## src/rtl/branch_fetch_control_if.sv

```systemverilog
// branch_fetch_control_if
//   Groups the fetch-side and execute-side signals of the branch fetch
//   controller.
//   Fetch side : stall_F, opcode_F, imm_F, prediction -> Pc_F, GHR_f
//   Execute    : resolve_E, actual_taken_E, pred_taken_E, pc_E, imm_E, ghr_E
//   Control out: flush_FD, branch_cnt, mispred_cnt
//   Modports   : slave  = the controller (consumes inputs, drives outputs)
//                master = the pipeline around it (drives inputs)
//   Handshake: resolve_E is a single-cycle valid strobe with no ready side.
//   It qualifies actual_taken_E, pred_taken_E, pc_E, imm_E and ghr_E in the
//   same cycle, and the controller always accepts it.
interface branch_fetch_control_if #(
  parameter int PC_W  = 8,
  parameter int CNT_W = 16
);
  logic             stall_F;
  logic [5:0]       opcode_F;
  logic [PC_W-1:0]  imm_F;
  logic             prediction;
  logic             resolve_E;
  logic             actual_taken_E;
  logic             pred_taken_E;
  logic [PC_W-1:0]  pc_E;
  logic [PC_W-1:0]  imm_E;
  logic [3:0]       ghr_E;
  logic [PC_W-1:0]  Pc_F;
  logic [3:0]       GHR_f;
  logic             flush_FD;
  logic [CNT_W-1:0] branch_cnt;
  logic [CNT_W-1:0] mispred_cnt;

  modport slave (
    input  stall_F, opcode_F, imm_F, prediction,
    input  resolve_E, actual_taken_E, pred_taken_E, pc_E, imm_E, ghr_E,
    output Pc_F, GHR_f, flush_FD, branch_cnt, mispred_cnt
  );

  modport master (
    output stall_F, opcode_F, imm_F, prediction,
    output resolve_E, actual_taken_E, pred_taken_E, pc_E, imm_E, ghr_E,
    input  Pc_F, GHR_f, flush_FD, branch_cnt, mispred_cnt
  );
endinterface

```

## src/rtl/branch_fetch_control.sv

```systemverilog
// branch_fetch_control
//   Owns the fetch PC and the speculative 4-bit global history register.
//   Each cycle it picks the next PC and the next GHR. In priority order the
//   choices are: a redirect from a branch that resolved as mispredicted in
//   Execute, a fetch stall, a predicted-taken beq/bne in Fetch, or a
//   sequential fetch. It also counts resolved and mispredicted branches with
//   counters that saturate at all-ones.
// Ports
//   clk   : sole clock, rising edge
//   reset : asynchronous, active-low
//   bus   : branch_fetch_control_if.slave (see interface for signal list)
module branch_fetch_control #(
  parameter int PC_W  = 8,
  parameter int CNT_W = 16
) (
  input  logic                    clk,
  input  logic                    reset,
  branch_fetch_control_if.slave   bus
);

  localparam logic [PC_W-1:0]  PC_ONE  = PC_W'(1);
  localparam logic [CNT_W-1:0] CNT_ONE = CNT_W'(1);
  localparam logic [CNT_W-1:0] CNT_MAX = '1;

  logic             is_br_f;
  logic             pred_f;
  logic             mispredict;
  logic [PC_W-1:0]  pc_q,  pc_d;
  logic [3:0]       ghr_q, ghr_d;
  logic [CNT_W-1:0] branch_cnt_q, mispred_cnt_q;

  assign is_br_f    = (bus.opcode_F == 6'd4) || (bus.opcode_F == 6'd5);
  assign pred_f     = bus.prediction && is_br_f;
  assign mispredict = bus.resolve_E && (bus.actual_taken_E != bus.pred_taken_E);

  // Next fetch PC and history. A mispredict wins over a stall: the wrong-path
  // instructions being held are flushed anyway. PC sums wrap silently at
  // PC_W bits. A correctly predicted resolve leaves PC and GHR alone.
  always_comb begin
    pc_d  = pc_q;
    ghr_d = ghr_q;
    if (mispredict) begin
      // Rebuild history from the snapshot taken when the branch was fetched.
      pc_d  = bus.actual_taken_E ? (bus.pc_E + PC_ONE + bus.imm_E)
                                 : (bus.pc_E + PC_ONE);
      ghr_d = {bus.ghr_E[2:0], bus.actual_taken_E};
    end else if (bus.stall_F) begin
      pc_d  = pc_q;
      ghr_d = ghr_q;
    end else begin
      pc_d = pred_f ? (pc_q + PC_ONE + bus.imm_F) : (pc_q + PC_ONE);
      // Only branches shift the history; other instructions leave it as is.
      if (is_br_f) begin
        ghr_d = {ghr_q[2:0], pred_f};
      end
    end
  end

  always_ff @(posedge clk or negedge reset) begin
    if (!reset) begin
      pc_q  <= '0;
      ghr_q <= '0;
    end else begin
      pc_q  <= pc_d;
      ghr_q <= ghr_d;
    end
  end

  // Performance counters ignore stall_F and hold once they reach all-ones.
  always_ff @(posedge clk or negedge reset) begin
    if (!reset) begin
      branch_cnt_q  <= '0;
      mispred_cnt_q <= '0;
    end else begin
      if (bus.resolve_E && (branch_cnt_q != CNT_MAX)) begin
        branch_cnt_q <= branch_cnt_q + CNT_ONE;
      end
      if (mispredict && (mispred_cnt_q != CNT_MAX)) begin
        mispred_cnt_q <= mispred_cnt_q + CNT_ONE;
      end
    end
  end

  assign bus.Pc_F        = pc_q;
  assign bus.GHR_f       = ghr_q;
  assign bus.flush_FD    = mispredict;
  assign bus.branch_cnt  = branch_cnt_q;
  assign bus.mispred_cnt = mispred_cnt_q;

endmodule

```

## src/flat_wrapper.sv

```systemverilog
// flat-port wrapper written by rule: the top's interface ports become plain ports
module branch_fetch_control_flat 
#(
  parameter int PC_W  = 8,
  parameter int CNT_W = 16
)
  (clk, reset, bus_stall_F, bus_opcode_F, bus_imm_F, bus_prediction, bus_resolve_E, bus_actual_taken_E, bus_pred_taken_E, bus_pc_E, bus_imm_E, bus_ghr_E, bus_Pc_F, bus_GHR_f, bus_flush_FD, bus_branch_cnt, bus_mispred_cnt);
  branch_fetch_control_if #(.PC_W(PC_W), .CNT_W(CNT_W)) bus_i ();
  input  logic clk;
  input  logic reset;
  input wire logic [$bits(bus_i.stall_F)-1:0] bus_stall_F;
  input wire logic [$bits(bus_i.opcode_F)-1:0] bus_opcode_F;
  input wire logic [$bits(bus_i.imm_F)-1:0] bus_imm_F;
  input wire logic [$bits(bus_i.prediction)-1:0] bus_prediction;
  input wire logic [$bits(bus_i.resolve_E)-1:0] bus_resolve_E;
  input wire logic [$bits(bus_i.actual_taken_E)-1:0] bus_actual_taken_E;
  input wire logic [$bits(bus_i.pred_taken_E)-1:0] bus_pred_taken_E;
  input wire logic [$bits(bus_i.pc_E)-1:0] bus_pc_E;
  input wire logic [$bits(bus_i.imm_E)-1:0] bus_imm_E;
  input wire logic [$bits(bus_i.ghr_E)-1:0] bus_ghr_E;
  output wire logic [$bits(bus_i.Pc_F)-1:0] bus_Pc_F;
  output wire logic [$bits(bus_i.GHR_f)-1:0] bus_GHR_f;
  output wire logic [$bits(bus_i.flush_FD)-1:0] bus_flush_FD;
  output wire logic [$bits(bus_i.branch_cnt)-1:0] bus_branch_cnt;
  output wire logic [$bits(bus_i.mispred_cnt)-1:0] bus_mispred_cnt;
  assign bus_i.stall_F = bus_stall_F;
  assign bus_i.opcode_F = bus_opcode_F;
  assign bus_i.imm_F = bus_imm_F;
  assign bus_i.prediction = bus_prediction;
  assign bus_i.resolve_E = bus_resolve_E;
  assign bus_i.actual_taken_E = bus_actual_taken_E;
  assign bus_i.pred_taken_E = bus_pred_taken_E;
  assign bus_i.pc_E = bus_pc_E;
  assign bus_i.imm_E = bus_imm_E;
  assign bus_i.ghr_E = bus_ghr_E;
  assign bus_Pc_F = bus_i.Pc_F;
  assign bus_GHR_f = bus_i.GHR_f;
  assign bus_flush_FD = bus_i.flush_FD;
  assign bus_branch_cnt = bus_i.branch_cnt;
  assign bus_mispred_cnt = bus_i.mispred_cnt;
  branch_fetch_control #(.PC_W(PC_W), .CNT_W(CNT_W)) u_core (.clk(clk), .reset(reset), .bus(bus_i));
endmodule
```

## config.mk

```make
export PLATFORM = sky130hd
export DESIGN_NAME = branch_fetch_control_flat
export DESIGN_NICKNAME = d
export VERILOG_FILES = /design/src/rtl/branch_fetch_control_if.sv /design/src/rtl/branch_fetch_control.sv /design/src/flat_wrapper.sv
export SDC_FILE = /design/constraint.sdc
export NUM_CORES = 1
export LEC_CHECK = 0
export CAP_MARGIN = 10
export CORE_UTILIZATION = 52
export DETAILED_ROUTE_END_ITERATION = 10
export GPL_TIMING_DRIVEN = 0
export HOLD_SLACK_MARGIN = 0.02
export PLACE_DENSITY_LB_ADDON = 0.1
export SLEW_MARGIN = 30
export SYNTH_ARGS = -nofsm -noshare
export SYNTH_HDL_FRONTEND = slang
export SYNTH_SLANG_ARGS = --single-unit
```

## constraint.sdc

```tcl
create_clock -name clk -period 3.7 [get_ports clk]
set_input_delay 0.74 -clock clk [delete_from_list [all_inputs] [get_ports clk]]
set_output_delay 0.74 -clock clk [all_outputs]
set_load 0.1 [all_outputs]
```

# == Word level (Yosys, flattened, before mapping) ==
# Index checks and enable logic that the tools add are counted.
# classes
addsub,6
eq_ne,6
mux,7
n_reduce_logical,7
# op_table
operator,n
"adder 16 x 1 -> 16 bit, second input constant",2
two-way mux 8 bit,4
"!= test 16 bit, second input constant",2
"adder 8 x 1 -> 8 bit, second input constant",2
adder 8 bit,2
"equality test 6 x 3 -> 1 bit, second input constant",2
two-way mux 4 bit,3
logical AND 1 bit,4
"!= test 2 x 1 -> 1 bit, second input constant",1
AND reduction 2 bit,1
nonzero test 2 bit,1
logical OR 1 bit,1
!= test 1 bit,1
# word_totals
reg_bits,44
input_bits,41
wordCells,30

# == Longest topological paths before layout ==
# depth
word_depth,6
depth_mapped,12
mapped_depth_nobuf,12

# == Worst setup path before layout ==
# No wires, ideal clock.
# synth_path
kind,reg2reg
startpoint,reg u_core.pc_q[0] (netlist: u_core.bus.Pc_F[0])
endpoint,reg u_core.pc_q[6] (netlist: u_core.bus.Pc_F[6])
setup_ns,0.120
arrival_time_ns,2.833
slack_ns,0.747
path_stages_with_launch,10
path_buffers,0
synth_period_minus_slack_ns,2.953
path_cell_list,dfrtp_1 -> ha_1 -> fa_1 -> a21o_1 -> a21oi_1 -> o21bai_1 -> a21oi_1 -> xor2_1 -> o2111ai_1 -> and3_1
# synth_between
elab_chain_len,5
# synth_rtl
element,line_no,text
from (decl),branch_fetch_control.sv:28,"logic [PC_W-1:0] pc_q, pc_d;"
from (signal assigned),branch_fetch_control.sv:64,pc_q <= pc_d;
adder 8 x 1 -> 8 bit *,branch_fetch_control.sv:51,pc_d = pred_f ? (pc_q + PC_ONE + bus.imm_F) : (pc_q + PC_ONE);
adder 8 bit,branch_fetch_control.sv:51,
two-way mux 8 bit *,branch_fetch_control.sv:51,
two-way mux 8 bit *,branch_fetch_control.sv:47,end else if (bus.stall_F) begin
two-way mux 8 bit *,branch_fetch_control.sv:42,if (mispredict) begin
# Mark *: on every way between the ends. The rest lies on a longest branch, timed or not. The select of a mux whose other input is x is not followed.
# A chain may end at the register's enable or synchronous reset.

# == Worst setup path after layout ==
# layout_path
startpoint,in bus_actual_taken_E
endpoint,out bus_flush_FD
# layout_between
elab_chain_len,2
# layout_rtl
element,line_no,text
from (decl),flat_wrapper.sv:16,input wire logic [$bits(bus_i.actual_taken_E)-1:0] bus_actual_taken_E;
!= test 1 bit,branch_fetch_control.sv:34,assign mispredict = bus.resolve_E && (bus.actual_taken_E != bus.pred_taken_E);
logical AND 1 bit,branch_fetch_control.sv:34,
to (decl),flat_wrapper.sv:23,output wire logic [$bits(bus_i.flush_FD)-1:0] bus_flush_FD;
# Every way passes these cells.

==> results by group <==
Placed design
  – Placed inst area: 3916 um^2
  – Post-DP HPWL: 5.203 mm
  – Routability cong.: 0.8427
  – Port Buffer Count: 83
  – Setup slack after placement: -0.1384 ns

Worst setup path
  – Critical Path RT: 2.96 ns
  – Crit Path Class: primary input to output pin
  – Crit. End Element: output pin
  – Maximum fanout along the worst path: 8
  – Setup crit start kind: primary input
  – Arr. time, crit path: 2.79 ns

Timing
  – Worst slew pin tran: 0.9878 ns
  – Min Tclk post-route: 3.530 ns
  – Max_slew headroom: 0.3394
  – Max Slew Vio Count: 0
  – RSZ-0062 raised after global routing: no
  – WHS: 0.4327 ns
  – Setup TNS: 0 ns
  – Final worst-path cycle share: 0.9540
  – Final Skew: 0.01024 ns
  – Setup slack after layout: 0.1702 ns
  – Final setup violation count: 0
  – Fin. Hold Viols: 0
  – Fmax: 283.3 MHz

Cells and area
  – Register Area: 1101 um^2
  – Post-route design area: 4044 um^2
  – Share of cells above drive strength 1: 0.05985
  – Final net count: 464
  – Area delta synth->final: 34.89%
  – Diodes inserted: 0
  – Multi-input gate area: 1827 um^2
  – Filler cells: 427

Flow run
  – Max-cap violations: 0

Synth
  – Yosys Warn Count: 0
  – Asr flop ratio synth: 1.000
  – Synth Flop Type: dfrtp_1
  – Syn Area/Cell: 9.639 um^2
  – Post-Syn Instances: 311
  – Register bit total from synthesis: 44
  – Register area share after synthesis: 0.3673
  – Syn Nets: 374
  – Post-synthesis cell type count: 50
  – Synthesized area: 2998 um^2
  – EDFF count, synth: 0

Global route
  – Initial antenna violation count: 0
  – Vias in the first global route: 2383
  – GRT overflow: 0
  – GRT Total Usage: 0.2330
  – Largest net degree at the start of global routing: 45
  – First-pass GRT wire length: 11.25 mm

Floorplanning
  – Initial core utilization: 0.5411
  – Die area: 6073 um^2
  – DIE HEIGHT: 77.93 um
  – Site row count: 27
  – Core Box Area: 5540 um^2
  – I/O pin total: 86
  – Die W: 77.93 um

Power and ir drop
  – Sequential share of power: 0.267
  – Net switching power: 1.415 mW
  – Sw Share: 0.5185
  – Clock group share of total power: 0.158
  – Total power: 2.729 mW
  – Worst VDD drop: 0.0006909 V
  – P_leak: 1.726 nW
  – Pint: 1.314 mW
  – Combinational Power Share: 0.575
  – PwrDens: 674.8 nW/um^2

CTS
  – Worst-skew pair later-pin latency: 0.30 ns
  – CTS tree: done
  – Root Driver: clkbuf_8
  – Clock-pin slew on the worst setup and hold paths: 0.09 ns
  – H-Tree Depth: 2
  – Clock sinks: 44
  – CTS Buffer Depth: 2
  – CTS buffer count: 5
  – # hold bufs at CTS: 0

Detailed routing
  – Routed Antenna Nets: 0
  – Drt initial violations: 106
  – Detailed Route WL: 6.731 mm
  – Drt wl/cell: 14.23 um
  – DR vias/cell: 5.482
  – DRT Pass-1 Iters: 5
  – DR DRC count: 0
  – Via count: 2593

Run status
  – Status: finished clean

Worst hold path
  – Hold Crit Class: primary input to async pin
==> routing by layer <==
metal	up-vias	wire (um)	global-route usage
li1	1304	-	-
met1	1209	3026	0.3056
met2	73	3203	0.3867
met3	7	429	0.05529
met4	0	72	0.05926
met5	-	0	0
==> layout by cell type (no fill, tap or decap), types with 2 or more instances in the layout <==
master           count
clkdlybuf4s50_1     81
dfrtp_1             44
xnor2_1             38
nand2_1             27
nand3_1             20
ha_1                20
o21ai_0             16
nor2_1              15
xor2_1              14
a21oi_1             13
and3_1              10
nand4_1             10
inv_1                8
mux2i_1              7
a21o_1               7
a211oi_1             5
o211ai_1             5
clkbuf_8             5
clkbuf_1             4
o21bai_1             4
and4_1               3
a31oi_1              3
nor3_1               3
buf_2                2
mux2_2               2
nand3b_1             2
and3_4               2
nand2b_1             2
fa_1                 2
bufinv_16            2
==> registers in the layout, indices dropped and copies added (netlist names) <==
name                    flops
u_core.bus.mispred_cnt     16
u_core.bus.GHR_f            4
u_core.bus.branch_cnt      16
u_core.bus.Pc_F             8
==> synth_stat cells (3+ instances only) <==
| cell | number | area share |
|---|---|---|
| a211oi_1 | 5 | 0.013 |
| dfrtp_1 | 44 | 0.37 |
| clkbuf_1 | 4 | 0.0050 |
| nor2_1 | 15 | 0.019 |
| nand3_1 | 20 | 0.033 |
| a21oi_1 | 13 | 0.022 |
| inv_1 | 8 | 0.010 |
| a31oi_1 | 3 | 0.0063 |
| xnor2_1 | 38 | 0.11 |
| and4_1 | 3 | 0.0088 |
| o21ai_0 | 16 | 0.027 |
| nor3_1 | 3 | 0.0050 |
| mux2i_1 | 7 | 0.023 |
| o21bai_1 | 4 | 0.010 |
| and3_1 | 10 | 0.021 |
| a21o_1 | 7 | 0.018 |
| o211ai_1 | 5 | 0.013 |
| nand2_1 | 27 | 0.034 |
| nand4_1 | 10 | 0.021 |
| ha_1 | 20 | 0.083 |
| xor2_1 | 14 | 0.041 |
==> final timing paths <==
kind | startpoint | to | slack [ns] | cells past startpoint
worst max-delay path | bus_actual_taken_E | bus_flush_FD | 0.17 | 5
worst min-delay path | reset | u_core.bus.Pc_F[6] | 0.43 | 1
worst max register to register | u_core.bus.Pc_F[0] | u_core.bus.Pc_F[7] | 1.02 | 9
worst min register to register | u_core.bus.GHR_f[3] | u_core.bus.GHR_f[3] | 0.49 | 2
max in group asynchronous | reset | u_core.bus.branch_cnt[5] | 2.89 | 1
min in group clk | u_core.bus.GHR_f[3] | u_core.bus.GHR_f[3] | 0.49 | 2
==> final cells by class <==
| cell class | count | area share |
|---|---|---|
| clock inverters | 2 | 0.01485 |
| inverters | 9 | 0.008354 |
| repair buffers | 83 | 0.2045 |
| flip-flops and latches | 44 | 0.2723 |
| well taps | 72 | 0.02228 |
| clock buffers | 5 | 0.01702 |
| multi-input cells | 251 | 0.4517 |
| plain buffers | 7 | 0.008973 |
==> worst max-delay path, stage by stage <==
cell and delay (ns):
clkdlybuf4s50_1 0.60, xor2_1 0.20, nand2_2 0.17, clkinv_1 0.20
dlygate4sd2_1 0.88
==> power by group through the flow <==
stage | clock [mW] | combinational [mW] | sequential (mW)
3_3_place_gp | 0 | 1.55 | 0.732
4_1_cts | 0.437 | 1.57 | 0.727
2_1_floorplan | 0 | 0.452 | 1.46
6_report | 0.430 | 1.57 | 0.728
5_1_grt | 0.459 | 1.65 | 0.749
3_5_place_dp | 0 | 1.57 | 0.733
==> logic make-up (layout without fill, tap and decap cells) <==
family                     Yosys count  count (layout)  share of synthesized area
DFF                                 44              44                     0.3673
adders and majority gates           22              22                    0.09683
and+or+nand+nor                    107             107                     0.1974
buffers and inverters               16             106                    0.02337
AOI/OAI and AO/OA                   61              61                     0.1323
muxes                                9               9                    0.03089
xor gates and xnor gates            52              52                     0.1519
==> what timing repair did <==
action | CTS | global route
gates resized for setup | 1 | 0
buffers inserted | 0 | 0
endpoints found under the setup margin | 1 | 0
==> per-stage QoR <==
step           instances  utilization
6_report             473       0.7299
5_1_grt              473       0.7299
4_1_cts              473       0.7299
3_5_place_dp         466       0.7069
3_3_place_gp         466       0.7073
2_1_floorplan        311            -
Power figures use the tool's default switching activity.
